### config.mk
export PLATFORM = sky130hd
export DESIGN_NAME = key_tone_selector
export DESIGN_NICKNAME = d
export VERILOG_FILES = /design/src/rtl/key_tone_selector.sv
export SDC_FILE = /design/constraint.sdc
export NUM_CORES = 1
export LEC_CHECK = 0
export ABC_AREA = 1
export BUFFER_PORTS_ARGS = -buffer_cell sky130_fd_sc_hd__buf_4
export CORE_ASPECT_RATIO = 1.1
export CORE_MARGIN = 3
export CORE_UTILIZATION = 35
export DETAILED_ROUTE_END_ITERATION = 16
export SETUP_SLACK_MARGIN = 0.05
export SYNTH_ARGS = -nofsm -noshare
export SYNTH_HDL_FRONTEND = slang
export SYNTH_SLANG_ARGS = --single-unit
### constraint.sdc
create_clock -name clk -period 3.85 [get_ports clk]
set_clock_uncertainty 0.15 [all_clocks]
set_input_delay 0.385 -clock clk [delete_from_list [all_inputs] [get_ports clk]]
set_output_delay 0.385 -clock clk [all_outputs]
set_load 0.1 [all_outputs]
### src/rtl/key_tone_selector.sv
`default_nettype none
// +----------------------------------------------------------------------------+
// | Module   : key_tone_selector                                               |
// | Purpose  : Debounces the piano key switches and selects one key by fixed   |
// |            priority, with the lowest index winning. The selected note      |
// |            generator's square wave is routed to the single speaker pin.    |
// |            The route changes only while the outgoing tone is low, so no    |
// |            truncated high pulse reaches the speaker.                       |
// | Ports    : clk        - system clock                                        |
// |            reset      - asynchronous active-low reset                       |
// |            keys_raw   - raw key switches (1 = pressed), asynchronous       |
// |            tones      - 50% square waves, bit i is note i                   |
// |            speaker    - registered selected tone                            |
// |            note_on    - high while a tone is routed                         |
// |            active_key - index of the routed key                             |
// | Options  : define SUSTAIN_EN to add a RELEASE state. In that state the     |
// |            note keeps sounding for SUSTAIN_CYCLES after the key is let go.  |
// | Revision : 1.0 - initial release                                           |
// +----------------------------------------------------------------------------+
module key_tone_selector #(
  parameter int NUM_KEYS        = 8,
  parameter int KEY_W           = 3,
  parameter int DEBOUNCE_CYCLES = 1000000,
  parameter int CNT_W           = 20
`ifdef SUSTAIN_EN
  ,
  parameter int SUSTAIN_CYCLES  = 12500000,
  parameter int SUS_W           = 24
`endif
) (
  input  logic                clk,
  input  logic                reset,
  input  logic [NUM_KEYS-1:0] keys_raw,
  input  logic [NUM_KEYS-1:0] tones,
  output logic                speaker,
  output logic                note_on,
  output logic [KEY_W-1:0]    active_key
);

  localparam logic [CNT_W-1:0] DEB_LAST = CNT_W'(DEBOUNCE_CYCLES - 1);
`ifdef SUSTAIN_EN
  localparam logic [SUS_W-1:0] SUS_LAST = SUS_W'(SUSTAIN_CYCLES - 1);
`endif

  typedef enum logic [1:0] {
    S_IDLE     = 2'd0,
    S_PLAY     = 2'd1,
    S_WAIT_LOW = 2'd2
`ifdef SUSTAIN_EN
    ,
    S_RELEASE  = 2'd3
`endif
  } state_t;

  // Synchronizer and debounce storage
  logic [NUM_KEYS-1:0] sync_meta;
  logic [NUM_KEYS-1:0] sync_key;
  logic [NUM_KEYS-1:0] deb_key;
  logic [CNT_W-1:0]    deb_cnt [NUM_KEYS];

  // Request decode
  logic                req_valid;
  logic [KEY_W-1:0]    req_idx;
  logic                cur_tone;

  // FSM
  state_t              state;
  state_t              state_nxt;
  logic [KEY_W-1:0]    key_nxt;
  logic                note_nxt;
  logic                spk_nxt;
`ifdef SUSTAIN_EN
  logic [SUS_W-1:0]    sus_cnt;
`endif

  // Two-flop synchronizer on every key
  always_ff @(posedge clk or negedge reset) begin
    if (!reset) begin
      sync_meta <= '0;
      sync_key  <= '0;
    end else begin
      sync_meta <= keys_raw;
      sync_key  <= sync_meta;
    end
  end

  // Per-key debounce: a new level must persist DEBOUNCE_CYCLES consecutive
  // cycles. Any cycle where the synchronized key agrees with the accepted
  // level restarts the count, so bounces shorter than the window are lost.
  always_ff @(posedge clk or negedge reset) begin
    if (!reset) begin
      deb_key <= '0;
      for (int i = 0; i < NUM_KEYS; i++) begin
        deb_cnt[i] <= '0;
      end
    end else begin
      for (int i = 0; i < NUM_KEYS; i++) begin
        if (sync_key[i] == deb_key[i]) begin
          deb_cnt[i] <= '0;
        end else if (deb_cnt[i] == DEB_LAST) begin
          deb_key[i] <= sync_key[i];
          deb_cnt[i] <= '0;
        end else begin
          deb_cnt[i] <= deb_cnt[i] + 1'b1;
        end
      end
    end
  end

  // Lowest-index pressed key wins. The scan runs downward, so the last
  // hit is the lowest set bit.
  always_comb begin
    req_idx = '0;
    for (int i = NUM_KEYS - 1; i >= 0; i--) begin
      if (deb_key[i]) begin
        req_idx = KEY_W'(i);
      end
    end
  end

  assign req_valid = |deb_key;
  assign cur_tone  = tones[active_key];

  // State and output registers
  always_ff @(posedge clk or negedge reset) begin
    if (!reset) begin
      state      <= S_IDLE;
      active_key <= '0;
      note_on    <= 1'b0;
      speaker    <= 1'b0;
    end else begin
      state      <= state_nxt;
      active_key <= key_nxt;
      note_on    <= note_nxt;
      speaker    <= spk_nxt;
    end
  end

`ifdef SUSTAIN_EN
  // The counter is held at zero outside RELEASE, so it starts at zero on entry.
  always_ff @(posedge clk or negedge reset) begin
    if (!reset) begin
      sus_cnt <= '0;
    end else if (state != S_RELEASE) begin
      sus_cnt <= '0;
    end else begin
      sus_cnt <= sus_cnt + 1'b1;
    end
  end
`endif

  // Next-state and next-output logic
  always_comb begin
    state_nxt = state;
    key_nxt   = active_key;
    note_nxt  = note_on;
    spk_nxt   = 1'b0;
    case (state)
      S_IDLE: begin
        note_nxt = 1'b0;
        if (req_valid) begin
          key_nxt   = req_idx;
          note_nxt  = 1'b1;
          state_nxt = S_PLAY;
        end
      end
      S_PLAY: begin
        spk_nxt = cur_tone;
        if (!req_valid) begin
`ifdef SUSTAIN_EN
          state_nxt = S_RELEASE;
`else
          state_nxt = S_WAIT_LOW;
`endif
        end else if (req_idx != active_key) begin
          state_nxt = S_WAIT_LOW;
        end
      end
      S_WAIT_LOW: begin
        // Leave only while the outgoing tone is low. The speaker then
        // registers 0 here, so the next tone starts from a clean low level.
        spk_nxt = cur_tone;
        if (!cur_tone) begin
          if (req_valid) begin
            key_nxt   = req_idx;
            state_nxt = S_PLAY;
          end else begin
            note_nxt  = 1'b0;
            state_nxt = S_IDLE;
          end
        end
      end
`ifdef SUSTAIN_EN
      S_RELEASE: begin
        spk_nxt = cur_tone;
        if (req_valid) begin
          if (req_idx == active_key) begin
            state_nxt = S_PLAY;
          end else begin
            state_nxt = S_WAIT_LOW;
          end
        end else if (sus_cnt == SUS_LAST) begin
          state_nxt = S_WAIT_LOW;
        end
      end
`endif
      default: begin
        state_nxt = S_IDLE;
      end
    endcase
  end

endmodule
`default_nettype wire
==> results_dict.tcl, run 1 <==
set metrics [dict create \
    outcome "completed" \
    synth-edff-count 0 \
    syn_nets 1263 \
    initial_core_util_pct 35.84 \
    antenna_found_initial 0 \
    cts_made_buffers 17 \
    max_slew_margin_pct 61.94 \
    fin_crit_sh_pct 55.29 \
    synth_fa_ha_area_share_pct 1.495 \
    ios 23 \
    wl_per_cell_um 12.11 \
    fin_total_pwr_uw 3853 \
    rows 64 \
    cp_cell_sequence "ha_1, nand4_1, nor2_1, nand4_1, nand2_1, inv_1, o21ai_0, nor2_1" \
    via_per_inst 4.710 \
    syn_inst 1233 \
    wl_met2_mm 9.372 \
    clk_latency_ns 0.43 \
    portBuffers 22 \
    netlist.area_leader.share_pct 47.58 \
    crit_family "simple AND/OR/NAND/NOR gates" \
    tns_ns 0 \
    finalHoldViolCount 0 \
    synth_compound_area_share_pct 4.409 \
    start_kind "flop" \
    synth_top_family_by_area "simple AND/OR/NAND/NOR gates" \
    cpPeakStageDelay_ns 0.40 \
    synthTopCellsByArea "dfrtp_1, nor2_1, nand2_1" \
    yosys.area_share.simple_pct 33.17 \
    critPathSlowestCell "dfrtp_1" \
    wl_met1_mm 9.759 \
    rsz0062_at_grt "false" \
    post-dp-hpwl_mm 14.91 \
    postCtsSetupBuffers 0 \
    synth.area.mux_share_pct 0.2242 \
    multi_input_area_sq_mm 0.004604 \
    worstHoldPathType "flop to flop" \
    min_period_ns 2.129 \
    diodes 0 \
    top_layer_used "met4" \
    cts_buffer_depth 2 \
    setup_viol 0 \
    gp_congestion 0.8538 \
    syn_area_per_cell_sq_um 8.148 \
    cts-root-buf "clkbuf_16" \
    wl_mm 20.08 \
    end_kind "flop" \
    slew_viol_final 0 \
    grt_pass1_wl_mm 35.74 \
    p_per_area_mw_per_mm2 340.2 \
    dieHeight_um 183.7 \
    fp.dieArea_sq_mm 0.03077 \
    arrival_ns 2.30 \
    hold_slack_ns 0.1990 \
    cts_tree "built" \
    numClockSinks 191 \
    max-vdd-ir-drop_mv 0.2860 \
    yosys_register_bits 191 \
    gr-total-overflow 0 \
    ys_types 42 \
    drc_errors 0 \
    fillCellCount 2814 \
    yosys_warnings 0 \
    synth-xor-area-share_pct 6.539 \
    core_area_sq_mm 0.02803 \
    critPathMaxFanout 11 \
    async_flop_share_pct 100.0 \
    antenna_left 0 \
    layout.area.seq_sq_mm 0.004780 \
    grt_max_degree 75 \
    cellLeakagePower_uw 0.005051 \
    drive_gt1_share_pct 11.04 \
    via_count 7810 \
    cts_max_level 4 \
    dr_wl_met3_um 619 \
    placed_cell_area_sq_mm 0.01069 \
    drt_pass1_iterations 7 \
    area_growth_pct 12.74 \
    crit_buf_inv 1 \
    clock.fmax_mhz 469.8 \
    netlist_area_sq_mm 0.01005 \
    stdcell_area_sq_mm 0.01133 \
    crit_required_ns 4.02 \
    grt_pass1_vias 7682 \
    fp.dieW_um 167.5 \
    setup_slack_ns 1.722 \
    cap_violations 0 \
    clk_pin_slew_ns 0.08 \
    synth_top_area_cell "dfrtp_1" \
    dp_slack_ns 1.759 \
    synth_flop_cell "dfrtp_1" \
    ys_seq_area_share_pct 47.58 \
    nets 1312 \
    tightestPinTransition_ns 0.5709 \
    initialDrtViolationCount 448 \
    gr-usage-all-layers_pct 13.72 \
    critPathKind "flop to flop" \
]
## cell usage after synthesis (all sizes together) (3+ instances only)
master / number
xor2: 53
nand2: 218
or2: 6
and3: 3
nor3: 62
buf: 4
a31oi: 6
xnor2: 22
o21ai: 30
nor4: 10
ha: 12
dfrtp: 191
inv: 170
nor2: 249
nor3b: 11
nand4: 42
a21oi: 34
o21a: 4
nand3: 93
## kinds of logic (layout without fill, tap and decap cells)
kind of cell,count (synthesis),count (layout)
AOI/OAI and AO/OA,80,80
xor gates and xnor gates,75,75
adders and majority gates,12,12
buffers and inverters,175,237
DFF,191,191
muxes,2,2
and+or+nand+nor,698,698
## per-stage QoR
step	utilization [%]	instances
finish	40.41	1658
global route	40.41	1658
CTS	40.41	1658
detailed placement	38.13	1617
global placement	38.13	1617
floorplan	-	1233
## metal layers
| metal | global-route usage [%] | vias up |
|---|---|---|
| met2 | 22.69 | 89 |
| met1 | 18.24 | 3632 |
| li1 | - | 4067 |
| met3 | 3.075 | 22 |
| met5 | 0 | - |
| met4 | 3.928 | 0 |
## layout make-up
| class | count | area share [%] |
|---|---|---|
| Sequential cell | 191 | 42.20 |
| Multi-Input combinational cell | 867 | 40.65 |
| Inverter | 171 | 5.667 |
| Tap cell | 363 | 4.010 |
| Clock buffer | 19 | 3.911 |
| Timing Repair Buffer | 34 | 2.618 |
| Clock inverter | 13 | 0.9390 |
## placed cells by master (no fill, tap or decap), types with 4 or more instances in the layout
cell,instances
a31oi_1,6
nor3_2,12
clkinv_4,4
xnor2_1,22
ha_1,12
inv_2,5
xor2_1,53
dlygate4sd3_1,9
or2_2,4
o21a_1,4
nor4_1,9
clkbuf_16,17
nor2_2,19
nand4_1,41
o21ai_0,24
nand2_2,19
o21ai_1,5
nor2_4,7
nor3_1,47
a21oi_1,34
buf_4,23
nor2_1,223
nand2_1,199
nor3b_1,10
nand3_2,10
inv_1,165
nand3_1,83
inv_6,4
dfrtp_1,191
## timing repair
item | 4_1_cts | 5_1_grt
endpoints found under the setup margin | 0 | 0
endpoints found under the hold margin | 55 | 0
resized for setup | 0 | 0
hold buffers | 9 | 0
## report_power, final
group          internal [uW]  total, uW  switching, uW
Combinational           49.6        150            100
Clock                    859       1650            790
Sequential              2030       2050           20.7
Total                   2940       3850            911
## final timing paths
path | cells past startpoint | slack [ns] | startpoint | endpoint
worst max-delay path | 8 | 1.72 | deb_cnt[120] | deb_cnt[137]
worst min register to register | 0 | 0.20 | sync_meta[6] | sync_key[6]
worst max register to register | 8 | 1.72 | deb_cnt[120] | deb_cnt[137]
max in group asynchronous | 3 | 2.26 | reset | deb_cnt[140]
worst min-delay path | 0 | 0.20 | sync_meta[6] | sync_key[6]
min in group asynchronous | 2 | 0.34 | reset | deb_cnt[30]
## state kept, by name, summed over array words and instances, names as in the netlist
name	cells
active_key	3
deb_cnt	160
deb_key	8
note_on	1
speaker	1
state	2
sync_key	8
sync_meta	8
No activity file was read; power rests on OpenSTA's default activity.
==> inputs of run 2 (changes only) <==
Settings changed: ABC_AREA 1 to 0.
Clock period 3.85 ns to 1.7 ns, I/O delays scaled along.
==> results_dict.tcl, run 2 <==
set metrics [dict create \
    fp.dieArea_sq_mm 0.02731 \
    tightestPinTransition_ns 0.4301 \
    gp_congestion 0.7697 \
    arrival_ns 2.28 \
    drt_pass1_iterations 5 \
    antenna_found_initial 0 \
    netlist_area_sq_mm 0.008876 \
    cts_buffer_depth 2 \
    finalHoldViolCount 0 \
    final_cell_mix "buf_4, dfrtp_1, nor2_2, xor2_1, nor2_4" \
    dieHeight_um 173.0 \
    diodes 0 \
    r2r_end "active_key[0]" \
    area_growth_pct 56.72 \
    place_inst 1351 \
    drc_errors 0 \
    cap_violations 0 \
    crit_required_ns 1.87 \
    p_per_area_mw_per_mm2 675.2 \
    ys_types 42 \
    clk_pin_slew_ns 0.08 \
    numClockSinks 191 \
    initial_core_util_pct 35.94 \
    cts_tree "built" \
    placed_cell_area_sq_mm 0.01085 \
    crit_top_cell "mux2_4" \
    syn_inst 873 \
    reg2reg_slack_ns -0.41 \
    initialDrtViolationCount 237 \
    r2r-start "active_key[0]" \
    tns_ns -16.27 \
    synthTopCellsByArea "dfrtp_1, xor2_1, nor2_1" \
    setup_viol 142 \
    gr-usage-all-layers_pct 15.09 \
    via_count 7117 \
    synth_common_cells "dfrtp_1, nor2_1, xor2_1, nand3_1, xnor2_1" \
    hold_slack_ns 0.09702 \
    violations "negative setup slack" \
    fin_cells 1469 \
    rows 60 \
    end_kind "flop" \
    rsz0062_at_grt "true" \
    synthMostInstantiatedCell "dfrtp_1" \
    nets 1176 \
    syn_area_per_cell_sq_um 10.17 \
    synth-edff-count 0 \
    clk_latency_ns 0.44 \
    ios 23 \
    portBuffers 22 \
    largest_register_ffs 160 \
    gr-total-overflow 0 \
    core_area_sq_mm 0.02470 \
    fp.dieW_um 157.8 \
    fillCellCount 1980 \
    wl_mm 20.91 \
    max-vdd-ir-drop_mv 0.6155 \
    min_period_ns 2.112 \
    clock.fmax_mhz 473.6 \
    crit_buf_inv 0 \
    cts_max_level 4 \
    slew_viol_final 0 \
    cp_cell_sequence "mux4_2, mux2_4, nand2_4, o21ai_4, a21oi_4, mux2_4" \
    grt_pass1_vias 7381 \
    r2r_cells 6 \
    drive_gt1_share_pct 50.73 \
    async_flop_share_pct 100.0 \
    syn_nets 903 \
    yosys_register_bits 191 \
    critPathKind "flop to flop" \
    layout_commonest_cell "buf_4" \
    crit_family "multiplexers" \
    netlist.area_leader.share_pct 53.85 \
    grt_max_degree 47 \
    fin_crit_sh_pct 124.2 \
    cts-root-buf "clkbuf_16" \
    synth_top_area_cell "dfrtp_1" \
    post-dp-hpwl_mm 12.22 \
    cellLeakagePower_uw 0.005888 \
    grt_pass1_wl_mm 34.11 \
    top_register "deb_cnt" \
    synth_flop_cell "dfrtp_1" \
    ys_seq_area_share_pct 53.85 \
    stdcell_area_sq_mm 0.01391 \
    start_kind "flop" \
    via_per_inst 4.845 \
    setup_slack_ns -0.4117 \
    yosys_warnings 0 \
    critPathMaxFanout 3 \
    cts_made_buffers 17 \
    worstHoldPathType "input port to async pin" \
    outcome "complete, but fails checks" \
    critPathSlowestCell "mux4_2" \
    cpPeakStageDelay_ns 0.50 \
    max_slew_margin_pct 71.32 \
    antenna_left 0 \
    wl_per_cell_um 14.23 \
]
-- run 2: area by class of cell --
| cell class | instances | area, sq um | share of cell area, % |
|---|---|---|---|
| inverters | 17 | 63.81 | 0.4587 |
| repair buffers | 272 | 2621 | 18.84 |
| multi-input cells | 647 | 5461 | 39.26 |
| flip-flops and latches | 191 | 4788 | 34.42 |
| clock buffers | 18 | 439.2 | 3.157 |
| well taps | 310 | 387.9 | 2.788 |
| clock inverters | 14 | 148.9 | 1.070 |
-- run 2: layer usage --
layer	wire, um	GRT usage (%)	vias to the layer above
met5	0	0	-
met3	299	2.378	21
li1	-	-	3481
met1	9195	19.42	3571
met4	368	5.136	0
met2	11050	25.73	44
-- run 2: cell families after synthesis --
logic type,Yosys count,synth area share [%]
DFF,191,53.85
muxes,14,2.030
xor gates and xnor gates,151,14.90
buffers and inverters,35,1.790
AOI/OAI and AO/OA,24,1.537
adders and majority gates,12,1.692
and+or+nand+nor,446,24.20
-- run 2: power by group --
| part | leakage [uW] | switching, uW | total (uW) | internal (uW) |
|---|---|---|---|---|
| registers | 0.00260 | 49.9 | 4660 | 4610 |
| logic | 0.00300 | 375 | 744 | 369 |
| clock network | 0.000287 | 1880 | 3990 | 2120 |
-- run 2: repair_timing --
item	CTS	global route
resized for setup	124	275
endpoints found under the hold margin	199	0
pin swaps	53	90
cloned	13	6
hold buffers	9	0
setup endpoints to repair	153	171
setup buffers	35	35
-- run 2: how the worst max path moves through the flow --
stage	end	cells past startpoint	startpoint	slack [ns]
after floorplan	active_key[1]	6	active_key[0]	-0.61
after global placement	active_key[0]	6	active_key[0]	-0.39
after detailed placement	active_key[0]	6	active_key[0]	-0.39
after CTS	active_key[0]	6	active_key[0]	-0.41
after global routing	active_key[0]	6	active_key[0]	-0.46
final	active_key[0]	6	active_key[0]	-0.41
-- run 2: metrics by stage --
| step | total power (uW) | setup slack, ns | util, % |
|---|---|---|---|
| floorplan | 4913 | -0.6070 | - |
| global route | 9758 | -0.4585 | 56.32 |
| CTS | 9409 | -0.4150 | 50.93 |
| finish | 9393 | -0.4117 | 56.32 |
| detailed placement | 5179 | -0.3950 | 43.94 |
| global placement | 5171 | -0.3930 | 43.94 |
==> inputs of run 3 (changes only) <==
--- a/config.mk
+++ b/config.mk
@@ -12,5 +12,6 @@
 export CORE_UTILIZATION = 35
 export DETAILED_ROUTE_END_ITERATION = 16
-export SETUP_SLACK_MARGIN = 0.05
+export SETUP_SLACK_MARGIN = 0.5
+export SKIP_LAST_GASP = 1
 export SYNTH_ARGS = -nofsm -noshare
 export SYNTH_HDL_FRONTEND = slang
==> constraint.sdc (replaced) <==
create_clock -name clk -period 1.7 [get_ports clk]
set_clock_uncertainty 0.15 [all_clocks]
set_input_delay 0.34 -clock clk [delete_from_list [all_inputs] [get_ports clk]]
set_output_delay 0.34 -clock clk [all_outputs]
set_load 0.1 [all_outputs]
==> results_dict.tcl, run 3 (synthesis gave the netlist of run 2 again) <==
set metrics [dict create \
    r2r_cells 6 \
    diodes 0 \
    slew_viol_final 0 \
    initialDrtViolationCount 286 \
    ios 23 \
    drt_pass1_iterations 4 \
    wl_mm 20.39 \
    post-dp-hpwl_mm 12.21 \
    rsz0062_at_grt "true" \
    numClockSinks 191 \
    final_cell_mix "buf_4, dfrtp_1, nor2_2, xor2_1, nor2_1" \
    fp.dieArea_sq_mm 0.02731 \
    setup_viol 113 \
    gp_congestion 0.7807 \
    reg2reg_slack_ns -0.44 \
    tightestPinTransition_ns 0.3336 \
    arrival_ns 2.30 \
    grt_pass1_wl_mm 32.92 \
    drc_errors 0 \
    largest_register_ffs 160 \
    via_per_inst 4.805 \
    drive_gt1_share_pct 45.84 \
    critPathKind "flop to flop" \
    area_growth_pct 52.38 \
    via_count 7035 \
    clk_pin_slew_ns 0.07 \
    gr-usage-all-layers_pct 14.57 \
    worstHoldPathType "flop to flop" \
    outcome "complete, but fails checks" \
    crit_required_ns 1.86 \
    tns_ns -21.80 \
    portBuffers 22 \
    antenna_found_initial 0 \
    max_slew_margin_pct 77.56 \
    finalHoldViolCount 0 \
    placed_cell_area_sq_mm 0.01096 \
    max-vdd-ir-drop_mv 0.6783 \
    fp.dieW_um 157.8 \
    wl_per_cell_um 13.93 \
    gr-total-overflow 0 \
    clk_latency_ns 0.43 \
    cap_violations 0 \
    rows 60 \
    grt_pass1_vias 7056 \
    dieHeight_um 173.0 \
    multi_input_area_sq_mm 0.005030 \
    top_register "deb_cnt" \
    fin_util_pct 54.76 \
    start_kind "flop" \
    critPathMaxFanout 3 \
    layout.area.seq_sq_mm 0.004795 \
    grt_max_degree 36 \
    violations "negative setup slack" \
    cts_made_buffers 17 \
    clock.fmax_mhz 467.8 \
    cts_max_level 4 \
    stdcell_area_sq_mm 0.01353 \
    cts-root-buf "clkbuf_16" \
    cellLeakagePower_uw 0.005861 \
    layout_commonest_cell "buf_4" \
    cts_tree "built" \
    min_path_cells 0 \
    end_kind "flop" \
    setup_slack_ns -0.4377 \
    initial_core_util_pct 35.94 \
    min_period_ns 2.138 \
    fillCellCount 2021 \
    antenna_left 0 \
    p_per_area_mw_per_mm2 696.3 \
    cts_buffer_depth 2 \
    fin_crit_sh_pct 125.7 \
    nets 1173 \
    core_area_sq_mm 0.02470 \
]
## run 3: changes by cell type in the layout (fill, tap and decap cells not counted), sizes merged
cell,change
bufinv,+2
buf,-5
inv,-6
clkbuf,+3
clkinvlp,+1
## run 3: stage by stage
| stage | instances | total power (uW) | setup slack (ns) | hold slack, ns |
|---|---|---|---|---|
| after global routing | 1464 | 9776 | -0.4842 | 0.2109 |
| after detailed placement | 1344 | 5188 | -0.4117 | 0.1365 |
| after CTS | 1430 | 9352 | -0.4253 | 0.2019 |
| after global placement | 1344 | 5178 | -0.3809 | 0.1317 |
| after floorplan | 873 | 4931 | -0.6064 | -0.1056 |
| final | 1464 | 9418 | -0.4377 | 0.2012 |
## run 3: path summary, 6_finish.rpt
kind                                    start            end
worst max-delay path            active_key[0]  active_key[0]
worst min-delay path             sync_meta[4]    sync_key[4]
worst max register to register  active_key[0]  active_key[0]
worst min register to register   sync_meta[4]    sync_key[4]
max in group asynchronous               reset   deb_cnt[144]
min in group asynchronous               reset    deb_cnt[13]
## run 3: critical path, stage by stage, from the launching register on
cell	delay [ns]
dfrtp_4	0.44
mux4_2	0.51
mux2_4	0.30
nand2_4	0.08
o21ai_4	0.07
a21oi_4	0.16
mux2_4	0.32
## run 3: what timing repair did
item                       in CTS  in global routing
gates resized for setup       100                159
hold endpoints to repair       62                  0
pin swaps                      46                 39
setup buffers                  39                 25
gates cloned                    8                  9
hold buffers                    9                  0
setup endpoints to repair     180                199
## run 3: layout make-up
type,instances,area share (%)
multi-input combinational,647,37.19
sequential,191,35.45
timing repair buffer,269,19.77
clock buffer,19,3.201
tap,310,2.868
clock inverter,11,1.055
inverter,17,0.4718
## run 3: per-layer routing
layer | track usage, % | vias to the layer above | part of all wire, %
met5 | 0 | - | 0
met4 | 3.906 | 0 | 1.7
met3 | 2.904 | 36 | 2.6
met2 | 24.22 | 72 | 51
met1 | 19.38 | 3460 | 45
li1 | - | 3467 | -
## run 3: power by group
part           internal (uW)  total (uW)  switching [uW]
clock network           2290        4010            1720
logic                    392         744             352
registers               4610        4660            55.8
